File: config.mk
export PLATFORM = sky130hd
export DESIGN_NAME = pixel_fb_writer
export DESIGN_NICKNAME = d
export VERILOG_FILES = /design/src/rtl/pixel_fb_writer.sv
export SDC_FILE = /design/constraint.sdc
export NUM_CORES = 1
export LEC_CHECK = 0
export ABC_CLOCK_PERIOD_IN_PS = 5700
export BUFFER_PORTS_ARGS = -buffer_cell sky130_fd_sc_hd__buf_4
export CORE_MARGIN = 5
export CORE_UTILIZATION = 50
export DETAILED_ROUTE_END_ITERATION = 8
export PLACE_DENSITY_LB_ADDON = 0.05
export SYNTH_ARGS = -nofsm -noshare
export SYNTH_HDL_FRONTEND = slang
export SYNTH_SLANG_ARGS = --single-unit
File: constraint.sdc
create_clock -name clk -period 5.7 [get_ports clk]
set_input_delay 1.14 -clock clk [delete_from_list [all_inputs] [get_ports clk]]
set_output_delay 1.14 -clock clk [all_outputs]
set_load 0.01 [all_outputs]
File: src/rtl/pixel_fb_writer.sv
// Pixel-to-framebuffer writer: FIFO-buffered pixel stream into a registered write port.
// Optional macro PIXEL_CLIP_EN discards pixels outside the FB_W x FB_H frame.
module pixel_fb_writer #(
    parameter int unsigned FIFO_DEPTH = 8,
    parameter int unsigned FB_W       = 256,
    parameter int unsigned FB_H       = 256
) (
    input  logic                          clk,
    input  logic                          rst_n,
    input  logic                          start,
    input  logic                          pixel_valid,
    input  logic [7:0]                    px,
    input  logic [7:0]                    py,
    input  logic [23:0]                   pixel_color,
    input  logic                          src_done,
    output logic                          fb_we,
    output logic [15:0]                   fb_addr,
    output logic [23:0]                   fb_data,
    input  logic                          fb_ready,
    output logic                          done,
    output logic                          overflow,
    output logic [15:0]                   pix_count,
    output logic [$clog2(FIFO_DEPTH):0]   fifo_level
);

    localparam int unsigned AW = $clog2(FIFO_DEPTH);
    localparam int unsigned LW = AW + 1;

    if (FIFO_DEPTH < 2 || FIFO_DEPTH > 64 || (FIFO_DEPTH & (FIFO_DEPTH - 1)) != 0 || FB_H == 0)
    begin : g_bad_param
        $error("pixel_fb_writer: FIFO_DEPTH must be a power of two in 2..64 and FB_H nonzero");
    end

    typedef enum logic [1:0] {ST_IDLE, ST_RUN, ST_FLUSH, ST_DONE} state_t;

    typedef struct packed {
        logic [7:0]  x;
        logic [7:0]  y;
        logic [23:0] rgb;
    } pix_t;

    state_t          r_state;
    pix_t            r_mem [FIFO_DEPTH];
    logic [AW-1:0]   r_wr_ptr;
    logic [AW-1:0]   r_rd_ptr;
    logic [LW-1:0]   r_level;
    logic            r_we;
    logic [15:0]     r_addr;
    logic [23:0]     r_data;
    logic            r_done;
    logic            r_ovf;
    logic [15:0]     r_count;

    logic            w_clip;
    logic            w_empty;
    logic            w_full;
    logic            w_accept;
    logic            w_out_free;
    logic            w_pop;
    logic            w_bypass;
    logic            w_push;
    logic            w_drop;
    logic            w_load;
    logic            w_flush_done;
    pix_t            w_in;
    pix_t            w_src;
    logic [15:0]     w_addr;

`ifdef PIXEL_CLIP_EN
    assign w_clip = (32'(px) >= FB_W) || (32'(py) >= FB_H);
`else
    assign w_clip = 1'b0;
`endif

    always_comb begin
        w_in       = '{x: px, y: py, rgb: pixel_color};
        w_empty    = (r_level == '0);
        w_full     = (r_level == LW'(FIFO_DEPTH));
        // start takes priority: the pixel presented alongside it is not accepted
        w_accept   = pixel_valid && !w_clip && !start &&
                     (r_state == ST_RUN || r_state == ST_FLUSH);
        w_out_free = !r_we || fb_ready;
        w_pop      = w_out_free && !w_empty;
        w_bypass   = w_out_free && w_empty && w_accept;
        w_push     = w_accept && !w_bypass && (!w_full || w_pop);
        w_drop     = w_accept && w_full && !w_pop;
        w_load     = w_pop || w_bypass;
        w_src      = w_pop ? r_mem[r_rd_ptr] : w_in;
        // 16-bit arithmetic gives the address already truncated modulo 2^16
        w_addr     = 16'(w_src.y) * 16'(FB_W) + 16'(w_src.x);
        w_flush_done = (r_state == ST_FLUSH) && w_empty && !r_we && !w_accept;
    end

    always_ff @(posedge clk) begin
        if (w_push) begin
            r_mem[r_wr_ptr] <= w_in;
        end
    end

    always_ff @(posedge clk or negedge rst_n) begin
        if (!rst_n) begin
            r_state  <= ST_IDLE;
            r_wr_ptr <= '0;
            r_rd_ptr <= '0;
            r_level  <= '0;
            r_we     <= 1'b0;
            r_addr   <= '0;
            r_data   <= '0;
            r_done   <= 1'b0;
            r_ovf    <= 1'b0;
            r_count  <= '0;
        end else if (start) begin
            r_state  <= ST_RUN;
            r_wr_ptr <= '0;
            r_rd_ptr <= '0;
            r_level  <= '0;
            r_we     <= 1'b0;
            r_done   <= 1'b0;
            r_ovf    <= 1'b0;
            r_count  <= '0;
        end else begin
            r_done <= 1'b0;
            case (r_state)
                ST_IDLE:  r_state <= ST_IDLE;
                ST_RUN:   if (src_done) r_state <= ST_FLUSH;
                ST_FLUSH: begin
                    if (w_flush_done) begin
                        r_state <= ST_DONE;
                        r_done  <= 1'b1;
                    end
                end
                ST_DONE:  r_state <= ST_IDLE;
                default:  r_state <= ST_IDLE;
            endcase

            if (w_push) r_wr_ptr <= r_wr_ptr + AW'(1);
            if (w_pop)  r_rd_ptr <= r_rd_ptr + AW'(1);
            case ({w_push, w_pop})
                2'b10:   r_level <= r_level + LW'(1);
                2'b01:   r_level <= r_level - LW'(1);
                default: r_level <= r_level;
            endcase

            if (w_load) begin
                r_we   <= 1'b1;
                r_addr <= w_addr;
                r_data <= w_src.rgb;
            end else if (r_we && fb_ready) begin
                r_we <= 1'b0;
            end

            if (r_we && fb_ready && r_count != '1) r_count <= r_count + 16'd1;
            if (w_drop) r_ovf <= 1'b1;
        end
    end

    assign fb_we      = r_we;
    assign fb_addr    = r_addr;
    assign fb_data    = r_data;
    assign done       = r_done;
    assign overflow   = r_ovf;
    assign pix_count  = r_count;
    assign fifo_level = r_level;

endmodule

Word level (Yosys, flattened, before mapping)

Memories as Yosys holds them, arrays and structs flattened.
Cells that the tools add are included.

Word-level logic and storage cells: 86
Bits of input ports: 46
Memory bits (writable): 320
Memories kept: 1
Output and inout port bits: 63
Flip-flop bits (word level): 71
Bits in read-only memories: 0
Latch bits: 0

Divide/modulo/power cells: 0
Equality and inequality tests: 9
Shifts and indexed selects: 0
Bitwise gates (word level): 1
Multiplexer cells: 23
$add $sub $neg: 6
Magnitude comparators: 0
Reductions and logical operators: 36
Multipliers: 0

Memories:

| memory | depth | width | read ports | clocked after Yosys merged registers in | write ports | line | source |
|---|---|---|---|---|---|---|---|
| r_mem  | 8     | 40    | 1          | 0                                       | 1           | 43   | `pix_t r_mem [FIFO_DEPTH];` |

Operators by type and width:

| cell                    | count |
|---|---|
| $mux W40                | 1 |
| $mux W16                | 2 |
| $add A16 B1 Y16 const B | 1 |
| $add A16 B8 Y16         | 1 |
| $ne A16 B16 Y1 const B  | 1 |
| $logic_and A1 B1 Y1     | 14 |
| $mux W3                 | 4 |
| $mux W1                 | 10 |
| $pmux W4 S2             | 1 |
| $reduce_bool A2 Y1      | 4 |
| $logic_not A1 Y1        | 7 |
| $add A3 B1 Y3 const B   | 2 |
| $eq A2 B2 Y1 const B    | 3 |
| $mux W2                 | 3 |
| $ne A3 B3 Y1 const B    | 2 |
| $pmux W2 S3             | 1 |
| $reduce_bool A3 Y1      | 2 |
| $add A4 B1 Y4 const B   | 1 |
| $eq A2 B1 Y1 const B    | 2 |
| $eq A4 B4 Y1 const B    | 1 |
| $logic_not A4 Y1        | 1 |
| $logic_or A1 B1 Y1      | 4 |
| $mux W4                 | 1 |
| $reduce_and A2 Y1       | 2 |
| other kinds (4)         | 4 |

Depth between registers and ports, before layout

Word-level depth: 10
Mapped depth: 9
Gate-level depth less buffers: 9

Worst setup path before layout

Ideal clock, no wire load.

Path type: input -> register
From: in start
To: mem r_mem[0][0] in the netlist's numbering, enable pin
Arrival time: 4.907 ns
Setup time: 0.487 ns
Cell stages on the path: 5
Path slack: 0.306 ns
Buffers on the path: 1
Data required time: 5.213 ns
Cell sequence: buf_2 > nor3b_4 > a21boi_1 > nand2b_1 > nor3_1

Word-level cells in the longest chain between the ends: 9

Ends and longest elaborated chain:

| element                              | line | source |
|---|---|---|
| from (decl)                          | 10   | `input logic start,` |
| $logic_not A1 Y1 (*)                 | 80   | `w_accept = pixel_valid && !w_clip && !start &&` |
| $logic_and A1 B1 Y1 (*) (2 in a row) | 80   |  |
| $logic_and A1 B1 Y1                  | 84   | `w_bypass = w_out_free && w_empty && w_accept;` |
| $logic_not A1 Y1                     | 85   | `w_push = w_accept && !w_bypass && (!w_full \|\| w_pop);` |
| $logic_and A1 B1 Y1 (*) (2 in a row) | 85   |  |
| $mux W1 (*)                          | 95   | `if (w_push) begin` |
| $mux W1 (not written as such) (*)    | 96   | `r_mem[r_wr_ptr] <= w_in;` |
| to (decl)                            | 43   |  |

Every way passes the cells marked *; elsewhere a longest branch is shown, timed or not.

Worst setup path in the final report

From: in start
To: mem r_mem[4][1] in the netlist's numbering, enable pin

Same word-level chain as after synthesis.

==> metrics.txt <==
htree depth 2; Synth Net Count 879; # setup viols final 0; FP Rows 64; Routed WL per cell 23.3 µm; Tmin final 3470 ps; mapped cell area ~0.016 mm²; setup slack, reg-to-reg about 2400 ps; first-pass GRT wire length 50.2 mm; critical path's largest stage delay 540 ps; Worst Path Max Fanout 35; Tcrit/Tclk final 0.608; clk_lat worst skew 530 ps; final WL 32.1 mm; relative slew slack 0.329; crit start category input pin; clk sink count 391; pre-CTS setup slack 1660 ps; delay-heaviest family, CP simple AND/OR/NAND/NOR gates; antenna-violating nets left 0; Crit Path Class in -> reg; Ports 109; CP Capture Type register; Remaining Overflow, GRT 0; VDD IR max 0.262 mV; Vias between 8000 and 9000; Worst Path Required ~5900 ps; Detailed Route Iter0 Violations 477; First-pass DRT Iterations 4; Die ar. 0.0351 mm²; maximum buffer depth of the clock tree 3; synthesized area per cell 19.1 µm²; vias in the first global route 8611; total power 8640 µW; Tightest Hold Check Type reg -> reg; CP max-delay cell buf_4; CP most frequent cell buf_4; most used flip-flop cell after synthesis edfxtp_1; Worst Path Arrival 3620 ps; CTS tree done; gpl congestion 0.770; most frequent cells in the layout edfxtp_1 (320), buf_4 (124), nor2_1 (68), dfrtp_1 (68), mux4_2 (50); Buf/Inv on CP 2; Setup Skew 13.6 ps; Synth warnings 0; leakage power 0.00636 µW; Seq/Total Area, Yosys 0.725; Num CTS Buffers 41; Total Routing Usage GR 0.182; Post-Route Setup TNS 0 ps; Max Freq 289 MHz; largest net degree at the start of global routing 81; Area growth, synth to finish 16.6%; hold buffers post-CTS 0; max_cap viols 0; post-synthesis cell type count 51; CP Cell Sequence buf_4, nor3b_4, a21boi_1, nand2b_1, nor2_4, buf_4; PwrDens roughly 470 mW/mm²; DPL Wire Length 18.1 mm; Reg area 0.0114 mm²; vias per cell 5.89; Final Max Tran Viols 0; outcome finished, final reports clean; Final Hold Viols 0; CORE AREA 0.0308 mm²; ANT cells 0; main area contributors after synthesis edfxtp_1 (61%), dfrtp_1 (11%), mux4_2 (7.2%); CTS Root Cell clkbuf_16; post-synthesis cell count 824; leading area contributor after synthesis edfxtp_1; most common cell after layout, fill and taps aside edfxtp_1; Die Width approximately 190 µm; Starting Density 0.509; die height 187 µm; #FFs+latches synth about 390; clock-pin slew on the worst setup and hold paths 60 ps; initial antenna violation count 0; Multi-input gate area 0.00408 mm²; share of cells above drive strength 1 0.306; post-CTS sizing 0; worst setup margin approximately 2200 ps; Synth async-reset ratio 0.182; Fillers approximately 2300; IO buf count 108; nets@finish 1001; Slew @ Worst Pin 1010 ps; DRC 0; RSZ-0062 raised after global routing false; post-CTS setup buffers 0; Post-synth EDFFs 320; top cell type's share of synthesized area 0.612
path summary, 6_finish.rpt:
path                                         from                 endpoint  cells after the start
max                                         start    r_mem[4][1]$_DFFE_PP_                      6
min reg2reg                fb_addr[5]$_DFFE_PN0P_   fb_addr[5]$_DFFE_PN0P_                      2
max reg2reg                r_state[0]$_DFFE_PN0P_    r_mem[4][1]$_DFFE_PP_                      7
min in group asynchronous                   rst_n  r_wr_ptr[0]$_DFFE_PN0P_                      1
max in group asynchronous                   rst_n  r_rd_ptr[1]$_DFFE_PN0P_                      1
min                        fb_addr[5]$_DFFE_PN0P_   fb_addr[5]$_DFFE_PN0P_                      2
layer usage:
metal / up-vias / routed length (µm) / global-route usage
li1: 3583 / - / -
met1: 4297 / 14100 / 0.250
met2: 165 / 16000 / 0.307
met3: 46 / 1280 / 0.0314
met4: 0 / 625 / 0.0455
met5: - / 0 / 0
area by class of cell:
class / instances / area share
Clock inverter: 23 / 0.0144
Timing Repair Buffer: 124 / 0.0508
Tap cell: 396 / 0.0270
Multi-Input combinational cell: 383 / 0.223
Clock buffer: 52 / 0.0617
Sequential cell: 391 / 0.622
Inverter: 5 / 0.00102
worst register-to-register path, cell delays in order, from the launching register on:
cell and delay [ps]:
dfrtp_1 380, inv_1 70, ha_1 350, nor3b_4 370
a21boi_1 420, nand2b_1 320, nor2_4 520, buf_4 540
synth_stat cells (all sizes together) (4+ instances only):
library cell,count
nor3,10
nand2b,5
nand4,5
dfrtp,71
xor2,13
clkbuf,22
nand3,6
mux4,81
and3,4
mux2i,7
a22oi,40
a21oi,45
inv,5
mux2,40
nor2,75
nand2,14
o21ai,4
buf,23
ha,8
edfxtp,320
kinds of logic after synthesis:
kind of cell / synth area share
and+or+nand+nor: 0.0388
DFF: 0.725
adders and majority gates: 0.00765
AOI/OAI and AO/OA: 0.0434
muxes: 0.157
buffers and inverters: 0.0196
xor gates and xnor gates: 0.00892
power by group:
part	switching, µW	internal [µW]
combinational	1270	1070
clock	1050	1670
sequential	216	3350
registers in the layout, summed over array words and instances (netlist names), 2 cells and up:
name and flops:
fb_data 24, r_wr_ptr 3, pix_count 16, fifo_level 4, fb_addr 16, r_rd_ptr 3
r_state 2, r_mem 320
through the flow:
stage	hold slack [ps]	instances	utilization	instance area (µm²)
6_report	530	1374	0.594	18300
5_1_grt	546	1374	0.594	18300
2_1_floorplan	521	824	-	15700
3_5_place_dp	522	1299	0.549	16900
3_3_place_gp	516	1299	0.549	16900
4_1_cts	533	1374	0.594	18300
No activity file was read; power rests on OpenSTA's default activity.
